File: src/rtl/rs_pkg.sv
// rs_pkg: shared defaults, op-type field layout and the per-entry control record for reservation stations.
package rs_pkg;

    localparam int unsigned RS_DEPTH_DEF  = 8;
    localparam int unsigned ROB_WIDTH_DEF = 4;
    localparam int unsigned NUM_CDB_DEF   = 2;
    localparam int unsigned XLEN_DEF      = 32;
    localparam int unsigned ADDR_W        = 32;

    // Op-type layout: [4] branch, [3] inst[30] alternate, [2:0] funct3
    localparam int unsigned OP_W       = 5;
    localparam int unsigned OP_BR_BIT  = 4;
    localparam int unsigned OP_ALT_BIT = 3;
    localparam int unsigned OP_F3_LSB  = 0;
    localparam int unsigned OP_F3_W    = 3;

    typedef logic [OP_W-1:0] op_t;

    // Width-fixed part of an entry; operand values and tags live in parameterised arrays
    typedef struct packed {
        logic              busy;
        logic              dj;
        logic              dk;
        op_t               op;
        logic [ADDR_W-1:0] tja;
        logic [ADDR_W-1:0] fja;
    } rs_ctl_t;

    function automatic logic op_is_branch(input op_t op);
        return op[OP_BR_BIT];
    endfunction

endpackage

File: src/rtl/rs_age_select.sv
// rs_age_select: combinational oldest-ready picker over an age matrix (older[i][j]=1: i older than j).
module rs_age_select #(
    parameter int unsigned N  = 8,
    parameter int unsigned IW = $clog2(N)
) (
    input  logic [N-1:0]        ready,
    input  logic [N-1:0][N-1:0] older,
    output logic [N-1:0]        grant,
    output logic [IW-1:0]       idx,
    output logic                valid
);

    logic [N-1:0] blocked;

    // An entry is blocked when any ready entry is older than it
    always_comb begin
        blocked = '0;
        for (int unsigned i = 0; i < N; i++) begin
            for (int unsigned j = 0; j < N; j++) begin
                blocked[i] = blocked[i] | (ready[j] & older[j][i]);
            end
        end
    end

    // One-hot grant, its index, and the any-grant flag
    always_comb begin
        grant = ready & ~blocked;
        idx   = '0;
        for (int unsigned i = 0; i < N; i++) begin
            if (grant[i]) begin
                idx = IW'(i);
            end
        end
        valid = |grant;
    end

endmodule

File: src/rtl/rs_age.sv
// rs_age: integer/branch reservation station with CDB wakeup and oldest-ready-first issue.
// Optional macro RS_ISSUE_BYPASS_EN: offers a fully resolved dispatch on iss_* in the same cycle
// when no stored entry is ready.
module rs_age
    import rs_pkg::*;
#(
    parameter int unsigned RS_DEPTH  = RS_DEPTH_DEF,
    parameter int unsigned RS_WIDTH  = $clog2(RS_DEPTH),
    parameter int unsigned ROB_WIDTH = ROB_WIDTH_DEF,
    parameter int unsigned NUM_CDB   = NUM_CDB_DEF,
    parameter int unsigned XLEN      = XLEN_DEF
) (
    input  logic                         clk_in,
    input  logic                         rst_n_in,
    input  logic                         rdy_in,
    input  logic                         clear,
    input  logic                         dec_valid,
    input  logic [OP_W-1:0]              dec_type,
    input  logic [XLEN-1:0]              val_j,
    input  logic [XLEN-1:0]              val_k,
    input  logic                         has_dep_j,
    input  logic                         has_dep_k,
    input  logic [ROB_WIDTH-1:0]         dep_j,
    input  logic [ROB_WIDTH-1:0]         dep_k,
    input  logic [ROB_WIDTH-1:0]         rob_id,
    input  logic [ADDR_W-1:0]            tja,
    input  logic [ADDR_W-1:0]            fja,
    output logic                         rs_full,
    output logic [RS_WIDTH:0]            rs_count,
    input  logic [NUM_CDB-1:0]           cdb_valid,
    input  logic [NUM_CDB*ROB_WIDTH-1:0] cdb_rob_id,
    input  logic [NUM_CDB*XLEN-1:0]      cdb_value,
    output logic                         iss_valid,
    input  logic                         iss_ready,
    output logic [OP_W-1:0]              iss_op,
    output logic [XLEN-1:0]              iss_lhs,
    output logic [XLEN-1:0]              iss_rhs,
    output logic [ROB_WIDTH-1:0]         iss_rob_id,
    output logic [ADDR_W-1:0]            iss_tja,
    output logic [ADDR_W-1:0]            iss_fja
);

    localparam int unsigned CW = RS_WIDTH + 1;

    rs_ctl_t                    ctl   [RS_DEPTH];
    logic [XLEN-1:0]            vj    [RS_DEPTH];
    logic [XLEN-1:0]            vk    [RS_DEPTH];
    logic [ROB_WIDTH-1:0]       qj    [RS_DEPTH];
    logic [ROB_WIDTH-1:0]       qk    [RS_DEPTH];
    logic [ROB_WIDTH-1:0]       rob   [RS_DEPTH];
    logic [RS_DEPTH-1:0][RS_DEPTH-1:0] older;

    logic [RS_DEPTH-1:0]        busy;
    logic [RS_DEPTH-1:0]        ready;
    logic [RS_DEPTH-1:0]        grant;
    logic [RS_DEPTH-1:0]        wake_j;
    logic [RS_DEPTH-1:0]        wake_k;
    logic [XLEN-1:0]            wake_j_val [RS_DEPTH];
    logic [XLEN-1:0]            wake_k_val [RS_DEPTH];
    logic [RS_WIDTH-1:0]        free_idx;
    logic [RS_WIDTH-1:0]        sel_idx;
    logic                       sel_valid;
    logic                       disp_acc;
    logic                       byp_sel;
    logic                       st_fire;
    logic                       wr_en;
    logic [XLEN:0]              cap_j;
    logic [XLEN:0]              cap_k;
    logic [XLEN-1:0]            vj_new;
    logic [XLEN-1:0]            vk_new;
    rs_ctl_t                    ctl_new;

    // Lowest matching valid CDB channel for a tag: {hit, value}
    function automatic logic [XLEN:0] cdb_match(input logic [ROB_WIDTH-1:0] tag);
        logic [XLEN:0] r;
        r = '0;
        for (int unsigned c = 0; c < NUM_CDB; c++) begin
            if (!r[XLEN] && cdb_valid[c] && (cdb_rob_id[c*ROB_WIDTH +: ROB_WIDTH] == tag)) begin
                r = {1'b1, cdb_value[c*XLEN +: XLEN]};
            end
        end
        return r;
    endfunction

    // Occupancy, readiness and lowest free slot from the busy bits
    always_comb begin
        busy     = '0;
        ready    = '0;
        rs_count = '0;
        free_idx = '0;
        for (int unsigned i = 0; i < RS_DEPTH; i++) begin
            busy[i]  = ctl[i].busy;
            ready[i] = ctl[i].busy & ~ctl[i].dj & ~ctl[i].dk;
            rs_count = rs_count + CW'(ctl[i].busy);
        end
        for (int i = int'(RS_DEPTH) - 1; i >= 0; i--) begin
            if (!busy[i]) begin
                free_idx = RS_WIDTH'(i);
            end
        end
        rs_full = &busy;
    end

    // Per-entry CDB snoop for waiting operands
    always_comb begin
        logic [XLEN:0] mj;
        logic [XLEN:0] mk;
        mj = '0;
        mk = '0;
        for (int unsigned i = 0; i < RS_DEPTH; i++) begin
            mj            = cdb_match(qj[i]);
            mk            = cdb_match(qk[i]);
            wake_j[i]     = ctl[i].busy & ctl[i].dj & mj[XLEN];
            wake_k[i]     = ctl[i].busy & ctl[i].dk & mk[XLEN];
            wake_j_val[i] = mj[XLEN-1:0];
            wake_k_val[i] = mk[XLEN-1:0];
        end
    end

    rs_age_select #(
        .N  (RS_DEPTH),
        .IW (RS_WIDTH)
    ) u_select (
        .ready (ready),
        .older (older),
        .grant (grant),
        .idx   (sel_idx),
        .valid (sel_valid)
    );

    // Dispatch acceptance, dispatch-time capture and issue handshake decode
    always_comb begin
        cap_j    = cdb_match(dep_j);
        cap_k    = cdb_match(dep_k);
        vj_new   = (has_dep_j && cap_j[XLEN]) ? cap_j[XLEN-1:0] : val_j;
        vk_new   = (has_dep_k && cap_k[XLEN]) ? cap_k[XLEN-1:0] : val_k;
        ctl_new  = '{busy: 1'b1,
                     dj:   has_dep_j & ~cap_j[XLEN],
                     dk:   has_dep_k & ~cap_k[XLEN],
                     op:   dec_type,
                     tja:  tja,
                     fja:  fja};
        disp_acc = rdy_in & ~clear & dec_valid & ~rs_full;
`ifdef RS_ISSUE_BYPASS_EN
        byp_sel  = disp_acc & ~ctl_new.dj & ~ctl_new.dk & ~sel_valid;
`else
        byp_sel  = 1'b0;
`endif
        iss_valid = rdy_in & ~clear & (sel_valid | byp_sel);
        st_fire   = iss_valid & iss_ready & sel_valid;
        wr_en     = disp_acc & ~(byp_sel & iss_ready);
    end

    // Issue payload: stored oldest-ready entry, else the bypassed dispatch, else zero
    always_comb begin
        iss_op     = '0;
        iss_lhs    = '0;
        iss_rhs    = '0;
        iss_rob_id = '0;
        iss_tja    = '0;
        iss_fja    = '0;
        if (iss_valid && sel_valid) begin
            iss_op     = ctl[sel_idx].op;
            iss_lhs    = vj[sel_idx];
            iss_rhs    = vk[sel_idx];
            iss_rob_id = rob[sel_idx];
            iss_tja    = ctl[sel_idx].tja;
            iss_fja    = ctl[sel_idx].fja;
        end else if (iss_valid) begin
            iss_op     = dec_type;
            iss_lhs    = vj_new;
            iss_rhs    = vk_new;
            iss_rob_id = rob_id;
            iss_tja    = tja;
            iss_fja    = fja;
        end
    end

    // Entry storage and age matrix update: flush, wakeup, issue free, dispatch write
    always_ff @(posedge clk_in or negedge rst_n_in) begin
        if (!rst_n_in) begin
            for (int unsigned i = 0; i < RS_DEPTH; i++) begin
                ctl[i] <= '0;
                vj[i]  <= '0;
                vk[i]  <= '0;
                qj[i]  <= '0;
                qk[i]  <= '0;
                rob[i] <= '0;
            end
            older <= '0;
        end else if (rdy_in) begin
            if (clear) begin
                for (int unsigned i = 0; i < RS_DEPTH; i++) begin
                    ctl[i].busy <= 1'b0;
                end
                older <= '0;
            end else begin
                for (int unsigned i = 0; i < RS_DEPTH; i++) begin
                    if (wake_j[i]) begin
                        vj[i]     <= wake_j_val[i];
                        ctl[i].dj <= 1'b0;
                    end
                    if (wake_k[i]) begin
                        vk[i]     <= wake_k_val[i];
                        ctl[i].dk <= 1'b0;
                    end
                    if (st_fire && grant[i]) begin
                        ctl[i].busy <= 1'b0;
                        for (int unsigned j = 0; j < RS_DEPTH; j++) begin
                            older[j][i] <= 1'b0;
                        end
                    end
                end
                if (wr_en) begin
                    ctl[free_idx]   <= ctl_new;
                    vj[free_idx]    <= vj_new;
                    vk[free_idx]    <= vk_new;
                    qj[free_idx]    <= dep_j;
                    qk[free_idx]    <= dep_k;
                    rob[free_idx]   <= rob_id;
                    older[free_idx] <= '0;
                    // Every entry still resident after this edge is older than the new one
                    for (int unsigned j = 0; j < RS_DEPTH; j++) begin
                        if (busy[j] && !(st_fire && grant[j])) begin
                            older[j][free_idx] <= 1'b1;
                        end
                    end
                end
            end
        end
    end

endmodule

File: config.mk
export PLATFORM = sky130hd
export DESIGN_NAME = rs_age
export DESIGN_NICKNAME = d
export VERILOG_FILES = /design/src/rtl/rs_pkg.sv /design/src/rtl/rs_age_select.sv /design/src/rtl/rs_age.sv
export SDC_FILE = /design/constraint.sdc
export NUM_CORES = 2
export LEC_CHECK = 0
export ABC_AREA = 0
export ABC_CLOCK_PERIOD_IN_PS = 5200
export CAP_MARGIN = 0
export CELL_PAD_IN_SITES_DETAIL_PLACEMENT = 1
export CELL_PAD_IN_SITES_GLOBAL_PLACEMENT = 1
export CORE_MARGIN = 2
export CORE_UTILIZATION = 47
export DETAILED_ROUTE_END_ITERATION = 10
export GPL_ROUTABILITY_DRIVEN = 0
export HOLD_SLACK_MARGIN = 0.12
export PLACE_DENSITY_LB_ADDON = 0.1
export SETUP_SLACK_MARGIN = 0.02
export SKIP_LAST_GASP = 1
export SLEW_MARGIN = 20
export SYNTH_ARGS = -nofsm -noshare
export SYNTH_HDL_FRONTEND = slang
export SYNTH_HIERARCHICAL = 1
export SYNTH_SLANG_ARGS = --single-unit
export TNS_END_PERCENT = 20
File: constraint.sdc
create_clock -name clk_in -period 5.2 [get_ports clk_in]
set_input_delay 1.04 -clock clk_in [delete_from_list [all_inputs] [get_ports clk_in]]
set_output_delay 1.04 -clock clk_in [all_outputs]
set_load 0.01 [all_outputs]
==> impl_metrics.ini <==
[synthesis]
synth_top_family_by_area = simple AND/OR/NAND/NOR gates
synthCells = 7495
synth-seq-cells = 1248
syn_area_per_cell_um2 = 9.25
synth-warning-count = 6
synth_mux_area_frac = 0.109
synth_flop_cell = dfrtp_1
syn_nets = 7730
ys_seq_area_frac = 0.451
synthAdderAreaFrac = 0.00188
ys_async_sr_fraction = 1.00
netlist_area_um2 = 69300
synth_cell_types = 80
synthXorXnorAreaFrac = 0.0184
synth-compound-area-share = 0.171
synth-edff-count = 0
yosys.area_share.simple = 0.186

[timing]
clock.fmax_mhz = 186
finalCriticalPeriod_ns = 5.38
setup_slack_ns = -0.181
finClkSkew_ns = 0.0389
rsz0062_at_grt = yes
relSlewSlack = 0.169
fin_crit_sh = 1.03
setup_tns_ns = -6.68
max_slew.worst_pin.slew_ns = 1.24
setup_violations = 103
finalHoldViolCount = 0
drv_slew = 0

[run_status]
run_status = finished with violations
violations = setup timing

[cts]
clock_path_buffers = 3
htreeDepth = 4
cts_root_buf = clkbuf_16
cts.hold.buffers_added = 0
cts_tree = done
clkLatencyLatePin_ns = 0.82
clkTransAtPathRegs_ns = 0.06
numCtsBuffers = 147
cts_sinks = 1248

[grt]
grt_max_degree = 150
grt_pass1_vias = 69400
overflow = 0
antenna_found_initial = 32
track_usage = 0.410
grt_pass1_wl_mm = 464

[setup_path]
cp_max_fo = 5
worstSetupPathType = reg2out
crit_path_end_kind = output port
reg2reg_setup_slack_ns = 1.44
worst_ep_required_time_ns = 4.16
r2r_start = busy[1]$_DFFE_PN0P_
crit_arrival_ns = 4.34
worst_setup_path_start_kind = register
reg2reg_depth = 15
rr_endpoint = older[37]$_DFFE_PN0P_

[floorplanning]
num_rows = 140
core_area_um2 = 146000
start_util = 0.474
die_h_um = 388
die-area_um2 = 151000
fp.dieW_um = 388
io_pins = 370

[cells_and_area]
multi_input_area_um2 = 34500
nNetsFinal = 7716
seqCellArea_um2 = 31200
drive_above_1_share = 0.148
utilization = 0.557
area_growth_pct = 17.4
fillers = 16100

[power]
leakage_nw = 36.4
peakVddDrop_mv = 0.281
power_density_nw_per_um2 = 327

[detailed_routing]
drt_first_iter_violations = 7341
drc = 0
drt-wirelength-per-cell_um = 32.7
drtAntennaViolNets = 0
vias = 65400
firstDrtPassIters = 6
vias_per_cell = 6.87
routed_wl_mm = 312

[placed_design]
portBuffers = 369
dp_hpwl_mm = 177

[hold_path]
hold_class = in2async

[flow_run]
drv_cap = 0
==> worst max path at each step <==
| stage | startpoint | to | slack (ns) | cells after the start |
|---|---|---|---|---|
| after detailed placement | busy[1]$_DFFE_PN0P_ | iss_lhs[25] | 0.23 | 15 |
| after floorplan | busy[6]$_DFFE_PN0P_ | iss_op[0] | 0.77 | 15 |
| final | busy[1]$_DFFE_PN0P_ | iss_rob_id[2] | -0.18 | 18 |
| after global routing | busy[1]$_DFFE_PN0P_ | iss_tja[30] | -0.29 | 18 |
| after global placement | busy[1]$_DFFE_PN0P_ | iss_lhs[23] | 0.31 | 15 |
| after CTS | busy[1]$_DFFE_PN0P_ | iss_fja[19] | -0.15 | 17 |
==> state kept, by name (all words and copies together) (netlist names) <==
signal and flops:
busy 8, ctl 568, older 64, qj 32
qk 32, rob 32, vj 256, vk 256
==> synth_stat cells, types with 17 or more instances <==
| master | count | area (µm²) |
|---|---|---|
| o211ai_1 | 80 | 601 |
| xor2_1 | 88 | 771 |
| a22oi_1 | 245 | 1840 |
| a22o_1 | 67 | 587 |
| a21oi_1 | 173 | 866 |
| o211ai_2 | 30 | 375 |
| and3_1 | 75 | 469 |
| nor3_1 | 17 | 85.1 |
| o221a_2 | 63 | 709 |
| o221ai_1 | 66 | 578 |
| a21o_1 | 43 | 323 |
| a211oi_1 | 34 | 255 |
| xnor2_1 | 56 | 490 |
| nand2_1 | 2358 | 8850 |
| inv_1 | 180 | 676 |
| mux4_2 | 274 | 6170 |
| nand3_1 | 347 | 1740 |
| and2_1 | 23 | 144 |
| dfrtp_1 | 1248 | 31200 |
| nor2_1 | 224 | 841 |
| clkbuf_1 | 563 | 2110 |
| buf_1 | 84 | 315 |
| o31ai_1 | 91 | 683 |
| o21ai_0 | 194 | 971 |
| mux2i_1 | 137 | 1370 |
| buf_4 | 33 | 248 |
| a221o_1 | 349 | 3490 |
| buf_2 | 181 | 906 |
==> critical path, cell delays in order, from the launching register on <==
cell and delay (ns):
dfrtp_1 0.36, inv_2 0.06, nor3_4 0.23, buf_6 0.17, inv_2 0.04, a211oi_2 0.15
nand4_1 0.14, o22a_1 0.24, o311ai_4 0.23, buf_6 0.19, buf_16 0.18, buf_16 0.16
buf_12 0.14, buf_16 0.13, buf_12 0.10, mux4_2 0.50, mux2i_1 0.18, nor2_1 0.11
buf_2 0.20
==> metrics by stage <==
step	setup WS (ns)	hold WS, ns	area (µm²)	cells	total power, mW
5_1_grt	-0.288	0.307	81400	9516	27.5
3_3_place_gp	0.314	0.452	75000	9166	15.3
4_1_cts	-0.146	0.341	81100	9489	26.5
2_1_floorplan	0.765	0.440	69300	7495	13.7
3_5_place_dp	0.229	0.458	75000	9166	15.4
6_report	-0.181	0.250	81400	9521	26.6
==> cell type report <==
cell class / count / area share
diodes: 12 / 0.000369
multi-input cells: 5195 / 0.424
flip-flops and latches: 1248 / 0.384
well taps: 1917 / 0.0295
repair buffers: 708 / 0.0923
clock buffers: 213 / 0.0529
clock inverters: 47 / 0.00837
inverters: 181 / 0.00835
==> power by group <==
group	total [mW]	leakage, nW	internal [mW]	switching [mW]
registers	11.2	16.4	10.6	0.606
clock network	10.9	2.46	6.33	4.59
logic	4.53	17.6	2.01	2.52
==> per-layer routing <==
layer,up-vias,GRT usage,wire [µm],part of all wire
met3,1197,0.107,31400,0.10
met5,-,0,284,0.00091
met4,42,0.241,19400,0.062
met2,4051,0.640,143000,0.46
li1,26300,-,-,-
met1,33800,0.514,118000,0.38
==> kinds of logic after synthesis <==
logic type,Yosys count
flops,1248
fa+ha+maj,8
mux,411
buf+inv,1052
compound gates,1504
xor+xnor,145
simple gates,3127
==> timing repair <==
action,CTS,global route
setup buffers,48,19
cloned,16,3
gates resized for setup,292,102
endpoints found under the setup margin,139,141
pin swaps,9,6
==> cell usage in the layout (no fill, tap or decap), drive strengths merged, types with 92 or more instances in the layout <==
master / instances
a21oi: 175
a221o: 349
nor2: 229
buf: 364
o21ai: 205
inv: 191
mux2i: 137
o31ai: 92
clkbuf: 234
nand3: 347
clkdlybuf4s50: 232
mux4: 274
o211ai: 110
dfrtp: 1248
a22oi: 247
nand2: 2359
No activity file was read; power rests on OpenSTA's default activity.
